--- config.mk ---
export PLATFORM = sky130hd
export DESIGN_NAME = fifo_stream_reader_flat
export DESIGN_NICKNAME = d
export VERILOG_FILES = /design/src/rtl/fifo_stream_reader_if.sv /design/src/rtl/fifo_stream_reader.sv /design/src/flat_wrapper.sv
export SDC_FILE = /design/constraint.sdc
export NUM_CORES = 1
export LEC_CHECK = 0
export ABC_AREA = 1
export CAP_MARGIN = 20
export CORE_ASPECT_RATIO = 1.5
export CORE_MARGIN = 3
export CORE_UTILIZATION = 35
export DETAILED_ROUTE_END_ITERATION = 8
export PLACE_DENSITY = 0.58
export SETUP_SLACK_MARGIN = 0.3
export SLEW_MARGIN = 15
export SYNTH_ARGS = -nofsm -noshare
export SYNTH_HDL_FRONTEND = slang
export SYNTH_SLANG_ARGS = --single-unit
--- constraint.sdc ---
create_clock -name rd_clk -period 1.48 [get_ports rd_clk]
set_input_delay 0.37 -clock rd_clk [delete_from_list [all_inputs] [get_ports rd_clk]]
set_output_delay 0.37 -clock rd_clk [all_outputs]
set_load 0.01 [all_outputs]
--- src/rtl/fifo_stream_reader_if.sv ---
// Handshake bundle between a show-ahead FIFO read port and a downstream
// valid/ready stream. The reader takes the master side.
interface fifo_stream_reader_if #(
    parameter int W = 8
);
    logic         fifo_empty;
    logic [W-1:0] fifo_rd_data;
    logic         fifo_rd_en;
    logic         flush;
    logic         out_valid;
    logic         out_ready;
    logic [W-1:0] out_data;
    logic         out_last;

    modport master (
        input  fifo_empty,
        input  fifo_rd_data,
        input  flush,
        input  out_ready,
        output fifo_rd_en,
        output out_valid,
        output out_data,
        output out_last
    );

    modport slave (
        output fifo_empty,
        output fifo_rd_data,
        output flush,
        output out_ready,
        input  fifo_rd_en,
        input  out_valid,
        input  out_data,
        input  out_last
    );
endinterface

--- src/rtl/fifo_stream_reader.sv ---
// Drains a show-ahead FIFO into a valid/ready stream through a 2-entry
// skid buffer. One-cycle latency, one word per cycle sustained, and a
// free-running beat counter that marks the last beat of each burst.
// The pop request never looks at out_ready; the second buffer entry absorbs
// the word that may already be in flight when downstream stalls.
module fifo_stream_reader #(
    parameter int W         = 8,
    parameter int BURST_LEN = 4
) (
    input  logic                 rd_clk,
    input  logic                 rd_reset_n,
    fifo_stream_reader_if.master bus
);

    localparam int BW = (BURST_LEN > 1) ? $clog2(BURST_LEN) : 1;
    localparam logic [BW-1:0] LAST_BEAT = BW'(BURST_LEN - 1);

    logic [1:0]    r_cnt;
    logic [W-1:0]  r_entry0;
    logic [W-1:0]  r_entry1;
    logic [BW-1:0] r_beat_cnt;

    logic [1:0]    w_cnt_nxt;
    logic [W-1:0]  w_entry0_nxt;
    logic [W-1:0]  w_entry1_nxt;
    logic [BW-1:0] w_beat_cnt_nxt;

    logic w_push;
    logic w_pop;
    logic w_valid;

    // Pop the FIFO whenever a slot is free; reset and flush both block it.
    assign w_push  = !bus.fifo_empty && (r_cnt != 2'd2) && !bus.flush && rd_reset_n;
    assign w_valid = (r_cnt != 2'd0);
    assign w_pop   = w_valid && bus.out_ready;

    assign bus.fifo_rd_en = w_push;
    assign bus.out_valid  = w_valid;
    assign bus.out_data   = r_entry0;
    assign bus.out_last   = w_valid && (r_beat_cnt == LAST_BEAT);

    // Next-state for the buffer occupancy, entries and burst position.
    always_comb begin
        w_cnt_nxt      = r_cnt;
        w_entry0_nxt   = r_entry0;
        w_entry1_nxt   = r_entry1;
        w_beat_cnt_nxt = r_beat_cnt;

        if (bus.flush) begin
            w_cnt_nxt      = 2'd0;
            w_entry0_nxt   = {W{1'b0}};
            w_entry1_nxt   = {W{1'b0}};
            w_beat_cnt_nxt = {BW{1'b0}};
        end else begin
            case (r_cnt)
                2'd0: begin
                    if (w_push) begin
                        w_entry0_nxt = bus.fifo_rd_data;
                        w_cnt_nxt    = 2'd1;
                    end else begin
                        w_cnt_nxt    = 2'd0;
                    end
                end
                2'd1: begin
                    if (w_push && w_pop) begin
                        // Head leaves as the new word arrives: new word becomes head.
                        w_entry0_nxt = bus.fifo_rd_data;
                        w_cnt_nxt    = 2'd1;
                    end else if (w_push) begin
                        w_entry1_nxt = bus.fifo_rd_data;
                        w_cnt_nxt    = 2'd2;
                    end else if (w_pop) begin
                        w_cnt_nxt    = 2'd0;
                    end else begin
                        w_cnt_nxt    = 2'd1;
                    end
                end
                2'd2: begin
                    // Full: no push can occur here, only the shift on pop.
                    if (w_pop) begin
                        w_entry0_nxt = r_entry1;
                        w_cnt_nxt    = 2'd1;
                    end else begin
                        w_cnt_nxt    = 2'd2;
                    end
                end
                default: begin
                    w_cnt_nxt = 2'd0;
                end
            endcase

            // Burst position moves only on accepted beats, so stalls and gaps keep it.
            if (w_pop) begin
                if (r_beat_cnt == LAST_BEAT) begin
                    w_beat_cnt_nxt = {BW{1'b0}};
                end else begin
                    w_beat_cnt_nxt = r_beat_cnt + BW'(1);
                end
            end else begin
                w_beat_cnt_nxt = r_beat_cnt;
            end
        end
    end

    // State registers with asynchronous clear.
    always_ff @(posedge rd_clk or negedge rd_reset_n) begin
        if (!rd_reset_n) begin
            r_cnt      <= 2'd0;
            r_entry0   <= {W{1'b0}};
            r_entry1   <= {W{1'b0}};
            r_beat_cnt <= {BW{1'b0}};
        end else begin
            r_cnt      <= w_cnt_nxt;
            r_entry0   <= w_entry0_nxt;
            r_entry1   <= w_entry1_nxt;
            r_beat_cnt <= w_beat_cnt_nxt;
        end
    end

endmodule

--- src/flat_wrapper.sv ---
// flat-port wrapper written by rule: the top's interface ports become plain ports
module fifo_stream_reader_flat 
#(
    parameter int W         = 8,
    parameter int BURST_LEN = 4
)
  (rd_clk, rd_reset_n, bus_fifo_empty, bus_fifo_rd_data, bus_flush, bus_out_ready, bus_fifo_rd_en, bus_out_valid, bus_out_data, bus_out_last);
  fifo_stream_reader_if #(.W(W)) bus_i ();
  input  logic rd_clk;
  input  logic rd_reset_n;
  input wire logic [$bits(bus_i.fifo_empty)-1:0] bus_fifo_empty;
  input wire logic [$bits(bus_i.fifo_rd_data)-1:0] bus_fifo_rd_data;
  input wire logic [$bits(bus_i.flush)-1:0] bus_flush;
  input wire logic [$bits(bus_i.out_ready)-1:0] bus_out_ready;
  output wire logic [$bits(bus_i.fifo_rd_en)-1:0] bus_fifo_rd_en;
  output wire logic [$bits(bus_i.out_valid)-1:0] bus_out_valid;
  output wire logic [$bits(bus_i.out_data)-1:0] bus_out_data;
  output wire logic [$bits(bus_i.out_last)-1:0] bus_out_last;
  assign bus_i.fifo_empty = bus_fifo_empty;
  assign bus_i.fifo_rd_data = bus_fifo_rd_data;
  assign bus_i.flush = bus_flush;
  assign bus_i.out_ready = bus_out_ready;
  assign bus_fifo_rd_en = bus_i.fifo_rd_en;
  assign bus_out_valid = bus_i.out_valid;
  assign bus_out_data = bus_i.out_data;
  assign bus_out_last = bus_i.out_last;
  fifo_stream_reader #(.W(W), .BURST_LEN(BURST_LEN)) u_core (.rd_clk(rd_clk), .rd_reset_n(rd_reset_n), .bus(bus_i));
endmodule
==> results.txt <==
----------------------------------------------------
[Synth]
  Flop and latch count out of synthesis ... 20
  Synth cell types ... 15
  Dominant combinational cell family by area after synthesis ... simple AND/OR/NAND/NOR gates
  Area fraction in compound gates after synthesis ... 0.004587
  Top cell types by occurrence after synthesis ... 68 x nand2_1, 30 x nor2_1, 20 x dfrtp_1, 11 x inv_1, 10 x nand3_1
  Top_reg_cell synth ... dfrtp_1
  Register area share after synthesis ... 0.4587
  Fraction of the mapped netlist area in simple logic gates ... 0.4289
  Cell type with the largest total area after synthesis ... dfrtp_1
  Number of flops mapped to enable cells by yosys ... 0
  Top-count cell post-synth ... nand2_1
  Share of flip-flops with an asynchronous set or reset ... 1.000
  Synth Area in Adders ... 0.03440
  Area share of the leading cell type in the synthesized netlist ... 0.4587
  Mapped Area ... roughly 1100 um2
  Count of yosys warnings during synthesis ... 0
  Post-Synthesis Net Count ... around 170
  Average size of a mapped cell ... 6.949 um2
  Cell count after synthesis ... 157
  Post-synthesis mux area share ... 0
  Leading cell types by total area after synthesis ... dfrtp_1 46%, nand2_1 23%, nor2_1 10%
  Post-Synth XOR/XNOR Area ... 0.008028

[Setup path]
  Crit start category ... register
  Cell with the biggest individual delay on the critical path ... dfrtp_1
  Cells on worst reg2reg path ... 11
  Setup crit end kind ... register
  Reg-to-reg endpoint ... u_core.bus.out_data[3]
  CP Max Fanout ... 8
  RR Startpoint ... u_core.r_cnt[1]
  FF-to-FF setup slack ... -0.04 ns
  Kind of critical path ... register to register
  Crit path DAT ... 1.71 ns
  Required time at the worst-slack endpoint ... 1.67 ns
  Slowest stage delay, CP ... 0.41 ns
  Ordered list of cells on the worst path ... inv_2, nor2_4, nor3_4, buf_6, ha_4, nand2_4, nand2_4, nand2_4, nor2_4, nand2_1, nand2_1
  Most Frequent Cell on Critical Path ... nand2_4

[Global routing]
  Total track usage ... 0.1655
  Overflow left after global routing ... 0
  Vias in the first global route ... 1099
  Initial antenna violation count ... 0
  Wire length of the first global-routing pass ... roughly 4700 um
  Largest net degree at the start of global routing ... 21

[Cells and area]
  Antenna cells ... 0
  Fraction of layout instances using a drive strength above 1 ... 0.3015
  Growth of design area from synthesis to finish ... 50.11%
  Number of nets in the layout ... around 220
  Final std cells w/o fill ... between 200 and 250

[Placement]
  Weighted congestion reported at the end of routability-driven placement ... 0.8073
  Worst setup timing slack at the placement stage ... -0.6525 ns
  Dpl cells ... 231
  PortBufs ... 23
  Sum of net half-perimeters after detailed placement ... 2037 um

[Routing]
  Post-DRT Antenna Nets ... 0
  Vias per inst ... 4.563
  Per-cell routed wire length ... 11.59 um
  Via count ... between 1000 and 1500
  Wire length after detailed routing ... approximately 2800 um
  First-pass DRT Iterations ... 4
  DRC violations left ... 0
  Starting DRC count in detailed routing ... 13

[Flow run]
  Max-cap violation count ... 0

[Die]
  Top Ports ... 24
  Die boundary height ... 74.38 um
  Core ar. ... 2943 um2
  Count of standard-cell rows ... 24
  Full die area ... 3837 um2
  Width of the chip ... 51.59 um
  Initial core utilization ... 0.3707

[Clock tree]
  Number of levels the H-tree was split into ... 1
  Clock transition at the registers of the reported paths ... 0.07 ns
  CTS tree ... done
  Number of buffers added by the clock tree synthesis step ... 3
  Later-pin clock latency in the skew report ... 0.25 ns
  Buffers from clock root to sink, at most ... 2
  Sinks on the clock net ... 20
  Master cell of the clock root buffer ... clkbuf_8

[Power and ir drop]
  Power per unit of standard cell area ... 727.5 nW/um2
  Peak VDD IR ... 0.5407 mV
  Pleak ... between 0.9 and 1 nW

[Min path]
  Worst min-delay path category ... input port to asynchronous set/reset pin

[Timing]
  RSZ-0062 raised after global routing ... yes
  Total setup violations reported at the end of the flow ... 18
  Maximum operating frequency ... 0.6581 GHz
  Fin Clk Skew ... approximately 0.0011 ns
  Post-layout min period ... about 1.5 ns
  Worst hold-check slack ... 0.2894 ns
  Fin worst setup slack ... -0.03960 ns
  Fin. Hold Viols ... 0
  Post-route fraction of the period consumed by the critical path ... 1.027
  Slew Viols, Final ... 0
  Relative slew slack ... 0.7703
  Tightest Pin Transition ... 0.3433 ns

[Outcome]
  Failing checks ... setup timing
  Outcome ... complete, but fails checks

----------------------------------------------------
-- layout by cell type, fill, tap and decap left out --
master            n
clkbuf_8          3
buf_2            10
nor2_4            4
inv_2             4
nand3_4           1
nand3_1           9
inv_1             9
nand2_4           6
nor2_1           27
clkdlybuf4s15_1   1
buf_12            1
nand3_2           1
buf_4            15
clkinv_4          1
nor3_4            1
buf_6             4
clkdlybuf4s50_1   8
inv_6             1
clkdlybuf4s15_2   1
dlygate4sd2_1     2
xor2_1            1
dfrtp_2           1
nor2_2            1
ha_2              1
o21ai_1           1
nand2_2           2
ha_4              2
nand2_1          62
dfrtp_1          19
-- what timing repair did --
item / in CTS / in global routing
setup endpoints to repair: 30 / 26
buffers inserted: 3 / 1
pin swaps: 11 / 11
gates resized for setup: 68 / 3
hold buffers: 0 / 0
cloned: 0 / 0
-- critical path: cells and delay by family, from the launching register on --
| family | cells | cell delay, ns |
|---|---|---|
| adders and majority gates | 1 | 0.15 |
| DFF | 1 | 0.41 |
| and+or+nand+nor | 8 | 0.65 |
| buffers and inverters | 2 | 0.24 |
-- report_power, final --
part / internal, mW / leakage, nW / switching [mW]
Clock: 0.181 / 0.0216 / 0.161
Sequential: 0.576 / 0.269 / 0.0165
Combinational: 0.119 / 0.670 / 0.138
Total: 0.876 / 0.961 / 0.316
-- sequential cells by signal (all words and copies together), names as in the netlist --
signal,cells
u_core.bus.out_data,8
u_core.r_beat_cnt,2
u_core.r_entry1,8
u_core.r_cnt,2
-- routing by layer --
metal	track usage	up-vias	wire length [um]
li1	-	558	-
met1	0.1934	512	1098
met4	0.06122	0	23
met5	0	-	0
met2	0.3045	14	1570
met3	0.02004	2	66
-- through the flow --
| stage | power [mW] | TNS, ns | area (um2) | utilization |
|---|---|---|---|---|
| floorplan | 0.7089 | 0 | 1144 | - |
| global placement | 0.8564 | -10.18 | 1533 | 0.5208 |
| detailed placement | 0.8608 | -10.26 | 1533 | 0.5208 |
| CTS | 1.214 | -0.4098 | 1620 | 0.5506 |
| global route | 1.271 | -2.269 | 1638 | 0.5565 |
| finish | 1.191 | -0.4332 | 1638 | 0.5565 |
-- worst max-delay path by stage --
stage | startpoint | to | slack (ns) | depth (start not counted)
detailed placement | rd_reset_n | bus_fifo_rd_en | -0.65 | 4
global placement | rd_reset_n | bus_fifo_rd_en | -0.66 | 4
global route | u_core.r_cnt[1] | u_core.bus.out_data[6] | -0.16 | 11
floorplan | u_core.r_cnt[1] | u_core.r_entry1[0] | 0.02 | 10
finish | u_core.r_cnt[1] | u_core.bus.out_data[3] | -0.04 | 11
CTS | u_core.r_cnt[1] | u_core.bus.out_data[6] | -0.04 | 11
-- cells by family after synthesis --
logic type,after synthesis
xor gates and xnor gates,1
DFF,20
buffers and inverters,18
adders and majority gates,3
AOI/OAI and AO/OA,1
and+or+nand+nor,114
-- area by class of cell --
cell class                 instances  area [um2]
sequential                        20       501.7
multi-input combinational        119       633.1
clock buffer                       3       41.29
fill                             308        1305
tap                               39       48.80
timing repair buffer              42       346.6
inverter                          15       66.31
No activity file was read; power rests on OpenSTA's default activity.
